[config.mk]
export PLATFORM = sky130hd
export DESIGN_NAME = gpio_seq_flat
export DESIGN_NICKNAME = d
export VERILOG_FILES = /design/src/rtl/gpio_seq_pkg.sv /design/src/rtl/gpio_seq_if.sv /design/src/rtl/gpio_port_arb.sv /design/src/rtl/gpio_seq.sv /design/src/flat_wrapper.sv
export SDC_FILE = /design/constraint.sdc
export NUM_CORES = 1
export LEC_CHECK = 0
export ABC_AREA = 1
export CORE_MARGIN = 10
export CORE_UTILIZATION = 51
export DETAILED_ROUTE_END_ITERATION = 8
export GPL_TIMING_DRIVEN = 0
export HOLD_SLACK_MARGIN = 0.15
export PLACE_DENSITY = 0.78
export SLEW_MARGIN = 10
export SYNTH_ARGS = -nofsm -noshare
export SYNTH_HDL_FRONTEND = slang
export SYNTH_SLANG_ARGS = --single-unit
[constraint.sdc]
create_clock -name clk -period 2.5 [get_ports clk]
set_clock_uncertainty 0.2 [all_clocks]
set_input_delay 0.25 -clock clk [delete_from_list [all_inputs] [get_ports clk]]
set_output_delay 0.25 -clock clk [all_outputs]
set_load 0.1 [all_outputs]
[src/rtl/gpio_seq_pkg.sv]
// Shared types for the GPIO pattern sequencer: FSM state encoding and the
// GPIO peripheral byte-register map.
package gpio_seq_pkg;

  typedef enum logic [3:0] {
    IDLE,
    DIR_HI,
    DIR_LO,
    WR_HI,
    WR_LO,
    RD_HI,
    RD_LO,
    WAIT,
    STEP
  } seq_state_e;

  localparam logic [1:0] GPIO_OUT_HI = 2'b00;
  localparam logic [1:0] GPIO_OUT_LO = 2'b01;
  localparam logic [1:0] GPIO_DIR_HI = 2'b10;
  localparam logic [1:0] GPIO_DIR_LO = 2'b11;

endpackage

[src/rtl/gpio_seq_if.sv]
// 2-bit-addressed byte register bus; master drives the request and
// receives read data, slave the reverse.
interface gpio_seq_if;
  logic [1:0] ad;
  logic [7:0] di;
  logic       rw;
  logic       cs;
  logic [7:0] dout;

  modport master (output ad, di, rw, cs, input dout);
  modport slave  (input ad, di, rw, cs, output dout);
endinterface

[src/rtl/gpio_port_arb.sv]
// CPU/sequencer mux for the GPIO register port. The CPU always wins and its
// select doubles as the sequencer stall.
module gpio_port_arb (
  gpio_seq_if.slave  cpu,
  gpio_seq_if.master gpio,
  input  logic [1:0] seq_ad_i,
  input  logic [7:0] seq_di_i,
  input  logic       seq_rw_i,
  input  logic       seq_cs_i,
  output logic       stall_o
);

  assign stall_o  = cpu.cs;
  assign gpio.ad  = cpu.cs ? cpu.ad : seq_ad_i;
  assign gpio.di  = cpu.cs ? cpu.di : seq_di_i;
  assign gpio.rw  = cpu.cs ? cpu.rw : seq_rw_i;
  assign gpio.cs  = cpu.cs | seq_cs_i;
  assign cpu.dout = gpio.dout;

endmodule

[src/rtl/gpio_seq.sv]
// GPIO pattern sequencer: plays a table of 16-bit words onto the GPIO port.
// Define GPIO_SEQ_VERIFY_EN to read back each word and flag mismatches on err.
module gpio_seq
  import gpio_seq_pkg::*;
#(
  parameter int AW = 4,
  parameter int IW = 16
) (
  input  logic          clk,
  input  logic          rst,
  input  logic          start,
  input  logic          stop,
  input  logic          loop,
  input  logic [AW:0]   length,
  input  logic [IW-1:0] interval,
  input  logic [15:0]   dir_mask,
  output logic [AW-1:0] pat_addr,
  input  logic [15:0]   pat_data,
  output logic          busy,
  output logic          done,
  output logic          err,
  gpio_seq_if.slave     cpu,
  gpio_seq_if.master    gpio
);

  seq_state_e    state_q;
  logic [AW-1:0] idx_q;
  logic [IW-1:0] cnt_q;
  logic [AW:0]   len_q;
  logic [IW-1:0] ivl_q;
  logic [15:0]   dir_q;
  logic          busy_q;
  logic          done_q;
  logic          stop_pend_q;

  logic          stall;
  logic          last_step;
  logic          quit;
  seq_state_e    after_wr;
  logic [1:0]    seq_ad;
  logic [7:0]    seq_di;
  logic          seq_rw;
  logic          seq_cs;

  gpio_port_arb u_arb (
    .cpu      (cpu),
    .gpio     (gpio),
    .seq_ad_i (seq_ad),
    .seq_di_i (seq_di),
    .seq_rw_i (seq_rw),
    .seq_cs_i (seq_cs),
    .stall_o  (stall)
  );

  assign last_step = ({1'b0, idx_q} == (len_q - (AW+1)'(1)));
  assign after_wr  = (ivl_q != '0) ? WAIT : STEP;
  assign pat_addr  = idx_q;
  assign busy      = busy_q;
  assign done      = done_q;

  always_comb begin
    seq_cs = 1'b0;
    seq_rw = 1'b1;
    seq_ad = GPIO_OUT_HI;
    seq_di = 8'h00;
    case (state_q)
      DIR_HI: begin seq_cs = 1'b1; seq_rw = 1'b0; seq_ad = GPIO_DIR_HI; seq_di = dir_q[15:8]; end
      DIR_LO: begin seq_cs = 1'b1; seq_rw = 1'b0; seq_ad = GPIO_DIR_LO; seq_di = dir_q[7:0]; end
      WR_HI:  begin seq_cs = 1'b1; seq_rw = 1'b0; seq_ad = GPIO_OUT_HI; seq_di = pat_data[15:8]; end
      WR_LO:  begin seq_cs = 1'b1; seq_rw = 1'b0; seq_ad = GPIO_OUT_LO; seq_di = pat_data[7:0]; end
`ifdef GPIO_SEQ_VERIFY_EN
      RD_HI:  begin seq_cs = 1'b1; seq_ad = GPIO_OUT_HI; end
      RD_LO:  begin seq_cs = 1'b1; seq_ad = GPIO_OUT_LO; end
`endif
      default: ;
    endcase
  end

  // A stop seen in WR_HI is deferred until the low byte has actually been
  // written, so the pins never hold a half-updated word.
  always_comb begin
    quit = 1'b0;
    case (state_q)
      IDLE:    quit = 1'b0;
      WR_HI:   quit = 1'b0;
      WR_LO:   quit = !stall && (stop || stop_pend_q);
      STEP:    quit = stop || (last_step && !loop);
      default: quit = stop;
    endcase
  end

`ifdef GPIO_SEQ_VERIFY_EN
  logic        err_q;
  logic [15:0] exp_word;
  assign exp_word = pat_data & dir_q;
  assign err      = err_q;
`else
  assign err = 1'b0;
`endif

  always_ff @(posedge clk) begin
    if (rst) begin
      state_q     <= IDLE;
      idx_q       <= '0;
      cnt_q       <= '0;
      len_q       <= '0;
      ivl_q       <= '0;
      dir_q       <= '0;
      busy_q      <= 1'b0;
      done_q      <= 1'b0;
      stop_pend_q <= 1'b0;
`ifdef GPIO_SEQ_VERIFY_EN
      err_q       <= 1'b0;
`endif
    end else begin
      done_q <= 1'b0;
      if (quit) begin
        state_q <= IDLE;
        busy_q  <= 1'b0;
        done_q  <= 1'b1;
      end else begin
        case (state_q)
          IDLE: begin
            if (start && !stop) begin
              len_q       <= length;
              ivl_q       <= interval;
              dir_q       <= dir_mask;
              idx_q       <= '0;
              cnt_q       <= '0;
              stop_pend_q <= 1'b0;
`ifdef GPIO_SEQ_VERIFY_EN
              err_q       <= 1'b0;
`endif
              if (length != '0) begin
                state_q <= DIR_HI;
                busy_q  <= 1'b1;
              end else begin
                done_q  <= 1'b1;
              end
            end
          end
          DIR_HI: if (!stall) state_q <= DIR_LO;
          DIR_LO: if (!stall) state_q <= WR_HI;
          WR_HI: begin
            if (stop) stop_pend_q <= 1'b1;
            if (!stall) state_q <= WR_LO;
          end
          WR_LO: begin
            if (stop) stop_pend_q <= 1'b1;
            if (!stall) begin
              cnt_q <= '0;
`ifdef GPIO_SEQ_VERIFY_EN
              state_q <= RD_HI;
`else
              state_q <= after_wr;
`endif
            end
          end
`ifdef GPIO_SEQ_VERIFY_EN
          RD_HI: if (!stall) begin
            if (gpio.dout != exp_word[15:8]) err_q <= 1'b1;
            state_q <= RD_LO;
          end
          RD_LO: if (!stall) begin
            if (gpio.dout != exp_word[7:0]) err_q <= 1'b1;
            state_q <= after_wr;
          end
`endif
          WAIT: begin
            if (cnt_q == ivl_q - IW'(1)) state_q <= STEP;
            else cnt_q <= cnt_q + IW'(1);
          end
          STEP: begin
            idx_q   <= last_step ? '0 : idx_q + AW'(1);
            state_q <= WR_HI;
          end
          default: state_q <= IDLE;
        endcase
      end
    end
  end

endmodule

[src/flat_wrapper.sv]
// flat-port wrapper written by rule: the top's interface ports become plain ports
module gpio_seq_flat import gpio_seq_pkg::*;
#(
  parameter int AW = 4,
  parameter int IW = 16
)
  (clk, rst, start, stop, loop, length, interval, dir_mask, pat_addr, pat_data, busy, done, err, cpu_ad, cpu_di, cpu_rw, cpu_cs, cpu_dout, gpio_ad, gpio_di, gpio_rw, gpio_cs, gpio_dout);
  gpio_seq_if cpu_i ();
  gpio_seq_if gpio_i ();
  input  logic clk;
  input  logic rst;
  input  logic start;
  input  logic stop;
  input  logic loop;
  input  logic [AW:0] length;
  input  logic [IW-1:0] interval;
  input  logic [15:0] dir_mask;
  output logic [AW-1:0] pat_addr;
  input  logic [15:0] pat_data;
  output logic busy;
  output logic done;
  output logic err;
  input wire logic [$bits(cpu_i.ad)-1:0] cpu_ad;
  input wire logic [$bits(cpu_i.di)-1:0] cpu_di;
  input wire logic [$bits(cpu_i.rw)-1:0] cpu_rw;
  input wire logic [$bits(cpu_i.cs)-1:0] cpu_cs;
  output wire logic [$bits(cpu_i.dout)-1:0] cpu_dout;
  output wire logic [$bits(gpio_i.ad)-1:0] gpio_ad;
  output wire logic [$bits(gpio_i.di)-1:0] gpio_di;
  output wire logic [$bits(gpio_i.rw)-1:0] gpio_rw;
  output wire logic [$bits(gpio_i.cs)-1:0] gpio_cs;
  input wire logic [$bits(gpio_i.dout)-1:0] gpio_dout;
  assign cpu_i.ad = cpu_ad;
  assign cpu_i.di = cpu_di;
  assign cpu_i.rw = cpu_rw;
  assign cpu_i.cs = cpu_cs;
  assign cpu_dout = cpu_i.dout;
  assign gpio_ad = gpio_i.ad;
  assign gpio_di = gpio_i.di;
  assign gpio_rw = gpio_i.rw;
  assign gpio_cs = gpio_i.cs;
  assign gpio_i.dout = gpio_dout;
  gpio_seq #(.AW(AW), .IW(IW)) u_core (.clk(clk), .rst(rst), .start(start), .stop(stop), .loop(loop), .length(length), .interval(interval), .dir_mask(dir_mask), .pat_addr(pat_addr), .pat_data(pat_data), .busy(busy), .done(done), .err(err), .cpu(cpu_i), .gpio(gpio_i));
endmodule
# Word-level counts from Yosys, hierarchy flattened
# Index checks and enable logic that the tools add are counted.
# totals
regBits,64
input_bits,78
output_inout_bits,27
# classes
n_eq_ne,17
n_mux,31
reduce_logical,24
n_bitwise,2
n_addsub,4
# op_table
cell,count
$mux W16,3
$pmux W16 S3,1
$mux W4,10
$pmux W8 S4,1
$pmux W4 S7,1
$add A16 B1 Y16 const B,1
$eq A16 B16 Y1,1
$reduce_bool A16 Y1,1
$sub A16 B1 Y16 const B,1
$ne A2 B2 Y1 const B,5
$mux W1,9
$reduce_and A3 Y1,3
$eq A4 B2 Y1 const B,2
$eq A4 B3 Y1 const B,2
$mux W8,1
$ne A2 B1 Y1 const B,4
$pmux W4 S2,1
$reduce_and A7 Y1,1
$pmux W2 S3,1
$reduce_or A2 Y1,3
$eq A4 B5 Y1,1
$reduce_and A5 Y1,1
$reduce_bool A5 Y1,1
$sub A5 B1 Y5 const B,1
other kinds (16),22

# Longest topological paths before layout
# Gate-level depths: netlist of the first run.
# logic_depth
ltp_word,7
mapped_depth,16
mapped_depth_nobuf,16

# Hierarchy
# From an unflattened synthesis of the first run, not the netlist that was laid out.
# unflattened
hier_cells,706
hier_area_um2,4260.3
# modules_own_cells
module,area_per_inst_um2,instances,cells_per_inst
gpio_seq,4040.1,1,660
gpio_port_arb,220.2,1,46

# Worst setup path before layout of the first run
# Ideal clock, no wire load.
# synth_path
path_type,register to output
startpoint,reg u_core.state_q[1]
endpoint,out gpio_rw
arrival_time_ps,2731
path_buffers,0
stages_incl_launch_ff,7
slack_ps,-681
path_cell_list,dfxtp_1 inv_2 nand2_1 inv_1 nand2_2 nand4_1 nand2_1
# synth_via
elab_chain_cells,4
# synth_lines
item,line,text
start: declaration,gpio_seq.sv:26,seq_state_e state_q;
start signal: assignment,gpio_seq.sv:155,state_q <= after_wr;
"$eq A4 B1 Y1, or another cell as far along",gpio_seq.sv:66,case (state_q)
$reduce_or A4 Y1 (no line) *,--,
$mux W1 *,gpio_seq.sv:66,
$mux W1 *,gpio_port_arb.sv:16,assign gpio.rw = cpu.cs ? cpu.rw : seq_rw_i;
end: declaration,flat_wrapper.sv:30,output wire logic [$bits(gpio_i.rw)-1:0] gpio_rw;
# Mark *: on every way between the ends. The rest lies on a longest branch, timed or not.

# Worst setup path in the final report of the first run
# layout_path
startpoint,reg u_core.ivl_q[0]
endpoint,reg u_core.cnt_q[10]
# layout_via
elab_chain_cells,4
# layout_lines
item,line,text
start: declaration,gpio_seq.sv:30,logic [IW-1:0] ivl_q;
start signal: assignment,gpio_seq.sv:126,ivl_q <= interval;
$sub A16 B1 Y16,gpio_seq.sv:170,if (cnt_q == ivl_q - IW'(1)) state_q <= STEP;
$eq A16 B16 Y1,gpio_seq.sv:170,
$ne A2 B2 Y1 (no line),--,
$reduce_and A5 Y1 (no line),--,
end signal: assignment,gpio_seq.sv:171,else cnt_q <= cnt_q + IW'(1);
end: declaration,gpio_seq.sv:28,logic [IW-1:0] cnt_q;
# Every way passes these cells.
# A chain may end at the register's enable or synchronous reset.

==> results of run 1 <==
## registers in the layout (all words and copies together) (netlist names)
name / flops
u_core.dir_q: 16
u_core.ivl_q: 16
u_core.stop_pend_q: 1
u_core.pat_addr: 4
u_core.len_q: 5
u_core.cnt_q: 16
u_core.done: 1
u_core.state_q: 4
u_core.busy: 1
## through the flow
stage	util, %	instance area [sq um]	hold slack, ns
6_report	68.2	5890	0.278
5_1_grt	68.2	5890	0.289
4_1_cts	66.8	5770	0.276
3_5_place_dp	64.5	5570	0.265
3_3_place_gp	64.5	5570	0.251
2_1_floorplan	-	4490	0.185
## metal layers
layer / vias to the layer above / global-route usage [%]
met1: 2274 / 24.3
li1: 2477 / -
met4: 0 / 6.68
met5: - / 0
met3: 30 / 7.40
met2: 172 / 34.2
## area by class of cell
type	instances	share of cell area, %
clock buffer	11	2.40
buffer	30	3.06
sequential	64	22.0
timing repair buffer	103	17.1
tap	108	2.30
clock inverter	5	0.956
inverter	69	4.46
multi-input combinational	546	47.7
## cells by family (layout without fill, tap and decap cells)
family | count (synthesis) | after routing | share of synthesized area [%]
compound gates | 90 | 90 | 11.2
xor+xnor | 28 | 28 | 5.49
fa+ha+maj | 5 | 5 | 1.40
buf+inv | 99 | 218 | 9.72
flops | 64 | 64 | 28.7
other cells | 1 | 1 | 0.0840
simple gates | 422 | 422 | 43.4
## worst min path at each step
stage / cells past startpoint / start / to / slack [ns]
2_1_floorplan: 2 / dir_mask[0] / u_core.dir_q[0]$_SDFFE_PP0P_ / 0.18
3_3_place_gp: 2 / u_core.stop_pend_q$_SDFFE_PP0P_ / u_core.stop_pend_q$_SDFFE_PP0P_ / 0.25
5_1_grt: 3 / interval[12] / u_core.ivl_q[12]$_SDFFE_PP0P_ / 0.29
6_report: 2 / u_core.len_q[4]$_SDFFE_PP0P_ / u_core.len_q[4]$_SDFFE_PP0P_ / 0.28
3_5_place_dp: 2 / u_core.len_q[4]$_SDFFE_PP0P_ / u_core.len_q[4]$_SDFFE_PP0P_ / 0.26
4_1_cts: 2 / u_core.len_q[4]$_SDFFE_PP0P_ / u_core.len_q[4]$_SDFFE_PP0P_ / 0.28
## cells in the mapped netlist
cell type	number
nand2_1	183
nor2_1	125
dfxtp_1	64
inv_1	60
o21ai_0	46
nand3_1	36
a21oi_1	25
xor2_1	19
nand2_2	16
clkbuf_1	14
nand4_1	14
nand3_2	12
a21oi_2	10
buf_4	10
nor3_1	9
xnor2_1	9
inv_2	7
nor2_2	7
nand3b_1	6
ha_1	5
nor2_4	4
o211ai_1	4
buf_1	3
o21ai_1	3
and2_1	2
clkinv_1	2
nand3_4	2
nor4_1	2
a31oi_1	1
buf_12	1
buf_2	1
buf_6	1
conb_1	1
nand4_4	1
nor2_8	1
nor3b_1	1
o21bai_1	1
or2_1	1
## power by group through the flow
stage | combinational (uW) | sequential, uW | clock, uW
after floorplan | 2510 | 1480 | 0
after global placement | 3290 | 1400 | 0
after detailed placement | 3360 | 1400 | 0
after CTS | 3370 | 1390 | 926
after global routing | 3990 | 1410 | 975
final | 3630 | 1390 | 924
## timing repair
action | CTS | global route
gates resized for setup | 66 | 23
hold buffers | 1 | 0
setup endpoints to repair | 23 | 42
pin swaps | 1 | 6
setup buffers | 1 | 7
hold endpoints to repair | 6 | 0
## worst max-delay path: stages, from the launching register on
cell,delay [ns]
dfxtp_2,0.36
inv_4,0.07
ha_4,0.27
inv_1,0.04
nand2_1,0.09
nand2_1,0.08
nor2_2,0.14
nand3_1,0.10
nor2_1,0.09
nand3_1,0.07
nor2_1,0.10
nand3_1,0.11
nand2_2,0.12
nand2_4,0.09
buf_6,0.17
nand3_2,0.07
a21oi_2,0.05
==> flow_summary.ini, run 1 <==
[timing]
drv_slew = 0
tightest_slew_ns = 0.998
slew_headroom_pct = 33.2
setup_ws_ns = 0.111
setup-tns-final_ns = 0
setup_viol = 0
final.min_clock_period_ns = 2.39
max_freq_ghz = 0.419
timing.final.crit_share_pct = 95.6
finalHoldViolations = 0

[routing]
post-route-drc-count = 0
postRouteWirelength_mm = 13.7
avgRoutedWirePerCell_um = 14.7
vias = 4953
route.met2.wl_mm = 6.35
first_pass_iters = 5
highest_layer = met4
ant_nets = 0
wl_met1_mm = 5.77
dr_wl_met3_mm = 1.29
drt_iter0_drc = 270
post_drt_via_cell_ratio = 5.29

[place]
port_buffers = 94
place_hpwl_mm = 10.8
gp_congestion = 0.923
placedCellCount = 911
dp_slack_ns = -0.571

[power]
intPower_uw = 2940
seqPwrFrac_pct = 23.4
total_power_uw = 5950
peakVddDrop_v = 0.000461
p_comb_share_pct = 61.1
switching_share_pct = 50.6
p_sw_uw = 3010
pwr-share-clk_pct = 15.5
p_leak_uw = 0.00253
powerDensity_nw_per_um2 = 1010

[yosys]
yosys.area.top_type = dfxtp_1
ys_warn_count = 0
synth_cell_types = 38
synth_top_cells_by_area = dfxtp_1, nand2_1, nor2_1
synth_fp_nets = 792
netlist_area_sq_um = 4470
yosysSeqAreaShare_pct = 28.7
synthCells = 709
ys_ff_latch = 64
yosysTopAreaCellShare_pct = 28.7
synth_area_per_cell_sq_um = 6.30

[critical_path]
startpoint = u_core.ivl_q[0]$_SDFFE_PP0P_
r2r-start = u_core.ivl_q[0]$_SDFFE_PP0P_
reg2reg_slack_ns = 0.11
r2r-end = u_core.cnt_q[10]$_SDFFE_PP0P_
crit_type = flip-flop to flip-flop
endpoint = u_core.cnt_q[10]$_SDFFE_PP0P_
r2r_cells = 16
worst-path-max-fanout = 10
startpoint_type = flip-flop
cp.required_ns = 2.50
crit_arrival_ns = 2.39
endpoint_kind = flip-flop

[finish]
regArea_sq_um = 1290
syn2layout_area_growth_pct = 31.8
multi_input_area_sq_um = 2810
fillers = 792
mostFrequentLayoutCells = nand2_1, nor2_1, clkdlybuf4s50_1
layout.nets = 906
drive_gt1_share_pct = 15.9
final_common_cell = nand2_1
diodes = 0
fin_cells = 936

[floorplanning]
coreArea_sq_um = 8640
num_rows = 34
dieWidth_um = 114
die_h_um = 114
start_util_pct = 51.7
die-area_sq_um = 12900
ios = 105

[clock_network]
cts_inserted_buffers = 9
cts_tree = done
cts.reportedPaths.clkPinSlew_ns = 0.08
root_buffer = clkbuf_8
cts_sinks = 64
clock_latency_ns = 0.35
cts_htree_levels = 3
clk_path_buf_depth = 2

[outcome]
status = finished, final reports clean

[global_routing]
grt_usage_pct = 20.7
grt_pass1_wl_mm = 22.4
grt_max_degree = 12
grt_overflow = 0
grt_pass1_vias = 4811
antenna_found_initial = 0

[min_path]
hold_class = flip-flop to flip-flop

[job]
cap_violations = 0
(Power assumes the default switching activity.)
==> run 2: changes to the inputs <==
Settings changed: HOLD_SLACK_MARGIN 0.15 to default.
==> run 2 against run 1 <==
Compared with the run above:
- combinational power hardly changed
- hold slack worse by 0.14 ns
- count of clock-buffer cells in the layout stayed put
- register-to-register slack hardly changed
- design area is 0.17% lower
- clock power hardly changed
- die area stayed put
- critical path type unchanged
- highest routed layer unchanged
==> flow_summary.ini, run 2 (same netlist as run 1, synthesis figures left out) <==
[critical_path]
startpoint_type = flip-flop
crit_type = flip-flop to flip-flop
cp_common_cell = nand3_1
crit_arrival_ns = 2.39
r2r-end = u_core.cnt_q[10]$_SDFFE_PP0P_
crit_chain = inv_4, ha_4, inv_1, nand2_1, nand2_1, nor2_2, nand3_1, nor2_1, nand3_1, nor2_1, nand3_1, nand2_2, nand2_4, buf_6, nand3_2, a21oi_2
cpPeakStageDelay_ns = 0.36
crit_slowest_cell = dfxtp_2
r2r-start = u_core.ivl_q[0]$_SDFFE_PP0P_
worst-path-max-fanout = 10
r2r_cells = 16
cp.required_ns = 2.50
endpoint = u_core.cnt_q[10]$_SDFFE_PP0P_
startpoint = u_core.ivl_q[0]$_SDFFE_PP0P_
reg2reg_slack_ns = 0.11
endpoint_kind = flip-flop

[timing]
whs_ns = 0.140
max_freq_ghz = 0.419
timing.final.crit_share_pct = 95.4
setup-tns-final_ns = 0
drv_slew = 0
setup_viol = 0
tightest_slew_ns = 0.999
final.min_clock_period_ns = 2.39
finalHoldViolations = 0
slew_headroom_pct = 33.2

[floorplanning]
coreArea_sq_um = 8640
start_util_pct = 51.7
die-area_sq_um = 12900
die_h_um = 114
dieWidth_um = 114
ios = 105
num_rows = 34

[routing]
avgRoutedWirePerCell_um = 14.7
postRouteWirelength_mm = 13.7
ant_nets = 0
post_drt_via_cell_ratio = 5.27
vias = 4929
first_pass_iters = 5
drt_iter0_drc = 288
post-route-drc-count = 0

[place]
port_buffers = 94
gp_congestion = 0.923
place_hpwl_mm = 10.8
placed_cell_area_sq_um = 5570

[finish]
layout.nets = 905
diodes = 0
regArea_sq_um = 1290
final_common_cell = nand2_1
mostFrequentLayoutCells = nand2_1, nor2_1, clkdlybuf4s50_1
fin_util_pct = 68.1
fillers = 792
final_area_sq_um = 5880
syn2layout_area_growth_pct = 31.6
drive_gt1_share_pct = 16.0
multi_input_area_sq_um = 2810
reg_top3 = u_core.cnt_q: 16 flops, u_core.dir_q: 16 flops, u_core.ivl_q: 16 flops

[global_routing]
grt_max_degree = 12
antenna_found_initial = 0
grt_pass1_vias = 4805
grt_pass1_wl_mm = 22.4
grt_usage_pct = 20.7
grt_overflow = 0

[clock_network]
clock_latency_ns = 0.35
cts_htree_levels = 3
root_buffer = clkbuf_8
cts_inserted_buffers = 9
cts_sinks = 64
cts.reportedPaths.clkPinSlew_ns = 0.08
clk_path_buf_depth = 2
hold_buffers = 0
cts_tree = done

[power]
intPower_uw = 2940
seqPwrFrac_pct = 23.4
pwr-share-clk_pct = 15.5
p_leak_uw = 0.00253
p_sw_uw = 3010
p_comb_share_pct = 61.1
powerDensity_nw_per_um2 = 1010
peakVddDrop_v = 0.000462
switching_share_pct = 50.6
total_power_uw = 5950

[min_path]
hold_class = input pin to flip-flop

[outcome]
status = finished, final reports clean

[job]
cap_violations = 0
-- run 2: cell types whose count changed in the layout (fill, tap and decap cells not counted), sizes merged --
cell	delta
dlygate4sd3	-1
-- run 2: worst min path at each step --
stage | from | end | slack, ns | depth (start not counted)
after floorplan | dir_mask[0] | u_core.dir_q[0]$_SDFFE_PP0P_ | 0.18 | 2
after global placement | u_core.stop_pend_q$_SDFFE_PP0P_ | u_core.stop_pend_q$_SDFFE_PP0P_ | 0.25 | 2
after detailed placement | u_core.len_q[4]$_SDFFE_PP0P_ | u_core.len_q[4]$_SDFFE_PP0P_ | 0.26 | 2
after CTS | rst | u_core.cnt_q[6]$_SDFFE_PP0P_ | 0.10 | 2
after global routing | rst | u_core.cnt_q[2]$_SDFFE_PP0P_ | 0.17 | 2
final | rst | u_core.cnt_q[4]$_SDFFE_PP0P_ | 0.14 | 2
-- run 2: cell type report --
type	instances	share of cell area, %
Multi-Input combinational cell	546	47.8
Sequential cell	64	22.0
Timing Repair Buffer	102	17.0
Inverter	69	4.47
Buffer	30	3.07
Clock buffer	11	2.41
Tap cell	108	2.30
Clock inverter	5	0.958
-- run 2: repair_timing --
item	CTS	global route
resized for setup	66	23
pin swaps	1	6
buffers inserted	1	7
gates cloned	0	0
endpoints found under the setup margin	23	42
-- run 2: power by group through the flow --
stage / Clock, uW / Combinational [uW] / Sequential [uW]
2_1_floorplan: 0 / 2510 / 1480
3_3_place_gp: 0 / 3290 / 1400
3_5_place_dp: 0 / 3360 / 1400
4_1_cts: 926 / 3370 / 1390
5_1_grt: 975 / 3990 / 1410
6_report: 925 / 3640 / 1390
-- run 2: worst max-delay path: cells and delay by family (launching register included) --
kind / cells / cell delay, ns
compound gates: 1 / 0.05
fa+ha+maj: 1 / 0.27
buf+inv: 3 / 0.28
flops: 1 / 0.36
simple gates: 11 / 1.06
-- run 2: per-layer routing --
| metal | global-route usage [%] | part of all wire [%] |
|---|---|---|
| met1 | 24.3 | 42 |
| met2 | 34.2 | 47 |
| met3 | 7.40 | 9.9 |
| met4 | 6.68 | 1.9 |
| met5 | 0 | 0 |
-- run 2: metrics by stage --
stage          setup slack (ns)  instances
5_1_grt                 -0.0414        935
6_report                  0.114        935
3_5_place_dp             -0.571        911
4_1_cts                 0.00517        928
3_3_place_gp             -0.567        911
2_1_floorplan            -0.202        709
==> run 3: changes to the inputs <==
Settings changed: CORE_UTILIZATION 51 to 57, DONT_BUFFER_PORTS from default to 1, PLACE_DENSITY 0.78 to 0.69, SETUP_SLACK_MARGIN from default to 0.15.
==> run 3 against run 2 <==
Compared with the run above:
- utilization increased by 6.9 points
- count of clock-buffer cells in the layout decreased by 2
- hold slack worse by 0.10 ns
- non-clock buffer count is 43 lower
- design area shrank 1.9%
- critical endpoint is now u_core.state_q[0]$_SDFFE_PP0P_
- global-route usage is 2.1 points higher
- largest cell class unchanged
- maximum frequency up 0.49%
- critical path type unchanged
- first-iteration DRC count decreased by 9.0%
- sequential share of layout area grew 0.64 points
- wire length rose by 3.9%
- combinational power increased by 7.1%
- largest power group unchanged
- total power is 4.8% higher
==> flow_summary.ini, run 3 (same netlist as run 1, synthesis figures left out) <==
[critical_path]
r2r-end = u_core.state_q[0]$_SDFFE_PP0P_
endpoint = u_core.state_q[0]$_SDFFE_PP0P_
endpoint_kind = flip-flop
crit_type = flip-flop to flip-flop
crit_arrival_ns = 2.45
cp.required_ns = 2.57
r2r-start = u_core.ivl_q[0]$_SDFFE_PP0P_
reg2reg_slack_ns = 0.13
r2r_cells = 16
startpoint_type = flip-flop
worst-path-max-fanout = 3
startpoint = u_core.ivl_q[0]$_SDFFE_PP0P_

[place]
dp_slack_ns = -0.351
port_buffers = 0
gp_congestion = 0.920
place_hpwl_mm = 9.96

[finish]
mostFrequentLayoutCells = nand2_1, nor2_1, inv_1
final_common_cell = nand2_1
regArea_sq_um = 1310
multi_input_area_sq_um = 3100
fillers = 606
syn2layout_area_growth_pct = 29.1
fin_util_pct = 75.0
layout.nets = 862
reg_top3 = u_core.cnt_q: 16 flops, u_core.dir_q: 16 flops, u_core.ivl_q: 16 flops
drive_gt1_share_pct = 21.8

[routing]
drt_iter0_drc = 262
avgRoutedWirePerCell_um = 16.1
post-route-drc-count = 0
vias = 4879
postRouteWirelength_mm = 14.3
post_drt_via_cell_ratio = 5.50
first_pass_iters = 5
ant_nets = 0

[clock_network]
clk_path_buf_depth = 2
cts_inserted_buffers = 9
cts_sinks = 64
cts_htree_levels = 3
cts.reportedPaths.clkPinSlew_ns = 0.08
clock_latency_ns = 0.35
root_buffer = clkbuf_8
cts_tree = done

[global_routing]
grt_max_degree = 13
grt_pass1_vias = 4717
grt_pass1_wl_mm = 22.0
antenna_found_initial = 1
grt_overflow = 0
grt_usage_pct = 22.8

[timing]
drv_slew = 0
max_freq_ghz = 0.421
setup_viol = 0
slew_headroom_pct = 34.9
final.min_clock_period_ns = 2.37
setup_ws_ns = 0.126
tightest_slew_ns = 0.975
finalHoldViolations = 0
rsz0062_at_grt = true
timing.final.crit_share_pct = 95.0

[floorplanning]
dieWidth_um = 109
ios = 105
die_h_um = 109
die-area_sq_um = 11800
start_util_pct = 58.1
num_rows = 32
coreArea_sq_um = 7690

[power]
peakVddDrop_v = 0.000860
powerDensity_nw_per_um2 = 1080
p_leak_uw = 0.00243

[job]
cap_violations = 0

[min_path]
hold_class = input pin to flip-flop

[outcome]
status = finished, final reports clean
[run 3: changes by cell type in the layout (fill, tap and decap cells not counted), sizes merged, moves of 2 or more]
cell | before | now
clkdlybuf4s50 | 82 | 0
dlygate4sd3 | 0 | 37
clkinvlp | 1 | 3
clkdlybuf4s15 | 3 | 0
buf | 32 | 37
clkbuf | 26 | 24
[run 3: worst max-delay path: stages (launching register included)]
cell and delay [ns]:
dfxtp_2 0.36, inv_4 0.04, ha_4 0.26, inv_2 0.03, nand2_2 0.06, nand2_2 0.06, nor2_4 0.14, nand3_2 0.09
nor2_2 0.12, nand3_1 0.09, nor2_1 0.10, nand3_1 0.12, nand2_2 0.14, buf_6 0.13, buf_6 0.09, o211ai_1 0.10
a21oi_1 0.15
[run 3: cell type report]
cell class,count,area share [%]
antenna,1,0.0434
clock inverter,7,0.825
multi-input combinational,546,53.8
sequential,64,22.7
inverter,69,4.67
buffer,30,3.28
tap,102,2.21
clock buffer,9,2.15
timing repair buffer,59,10.4
[run 3: worst min-delay path by stage]
| stage | from | end | slack (ns) | depth (start not counted) |
|---|---|---|---|---|
| 2_1_floorplan | dir_mask[0] | u_core.dir_q[0]$_SDFFE_PP0P_ | 0.18 | 2 |
| 3_3_place_gp | dir_mask[14] | u_core.dir_q[14]$_SDFFE_PP0P_ | 0.19 | 2 |
| 3_5_place_dp | interval[12] | u_core.ivl_q[12]$_SDFFE_PP0P_ | 0.19 | 2 |
| 4_1_cts | length[4] | u_core.busy$_SDFFE_PP0P_ | 0.03 | 4 |
| 5_1_grt | length[0] | u_core.busy$_SDFFE_PP0P_ | 0.08 | 4 |
| 6_report | stop | u_core.stop_pend_q$_SDFFE_PP0P_ | 0.04 | 4 |
[run 3: through the flow]
step	area, sq um	total power (uW)	TNS, ns	instances	hold WS (ns)
after floorplan	4490	3990	-0.362	709	0.185
after global placement	4620	4460	-1.71	811	0.188
after detailed placement	4630	4530	-1.69	811	0.193
after CTS	5480	5720	-0.621	882	0.0250
after global routing	5770	6620	0	887	0.0841
final	5770	6240	0	887	0.0370
[run 3: timing repair]
action,CTS,global route
setup endpoints to repair,39,43
cloned,1,0
endpoints found under the hold margin,37,0
setup buffers,17,2
hold buffers,37,0
resized for setup,48,59
pin swaps,17,33
[run 3: metal layers]
layer | GRT usage, % | wire (um)
met5 | 0 | 0
met4 | 8.76 | 357
met3 | 5.41 | 1030
met2 | 40.0 | 7070
met1 | 26.2 | 5810
[run 3: power breakdown]
| part | internal (uW) | leakage (uW) | switching (uW) |
|---|---|---|---|
| Sequential | 1220 | 0.000529 | 303 |
| Clock | 359 | 0.0000854 | 455 |
| Combinational | 1360 | 0.00182 | 2540 |
| Total | 2940 | 0.00243 | 3300 |
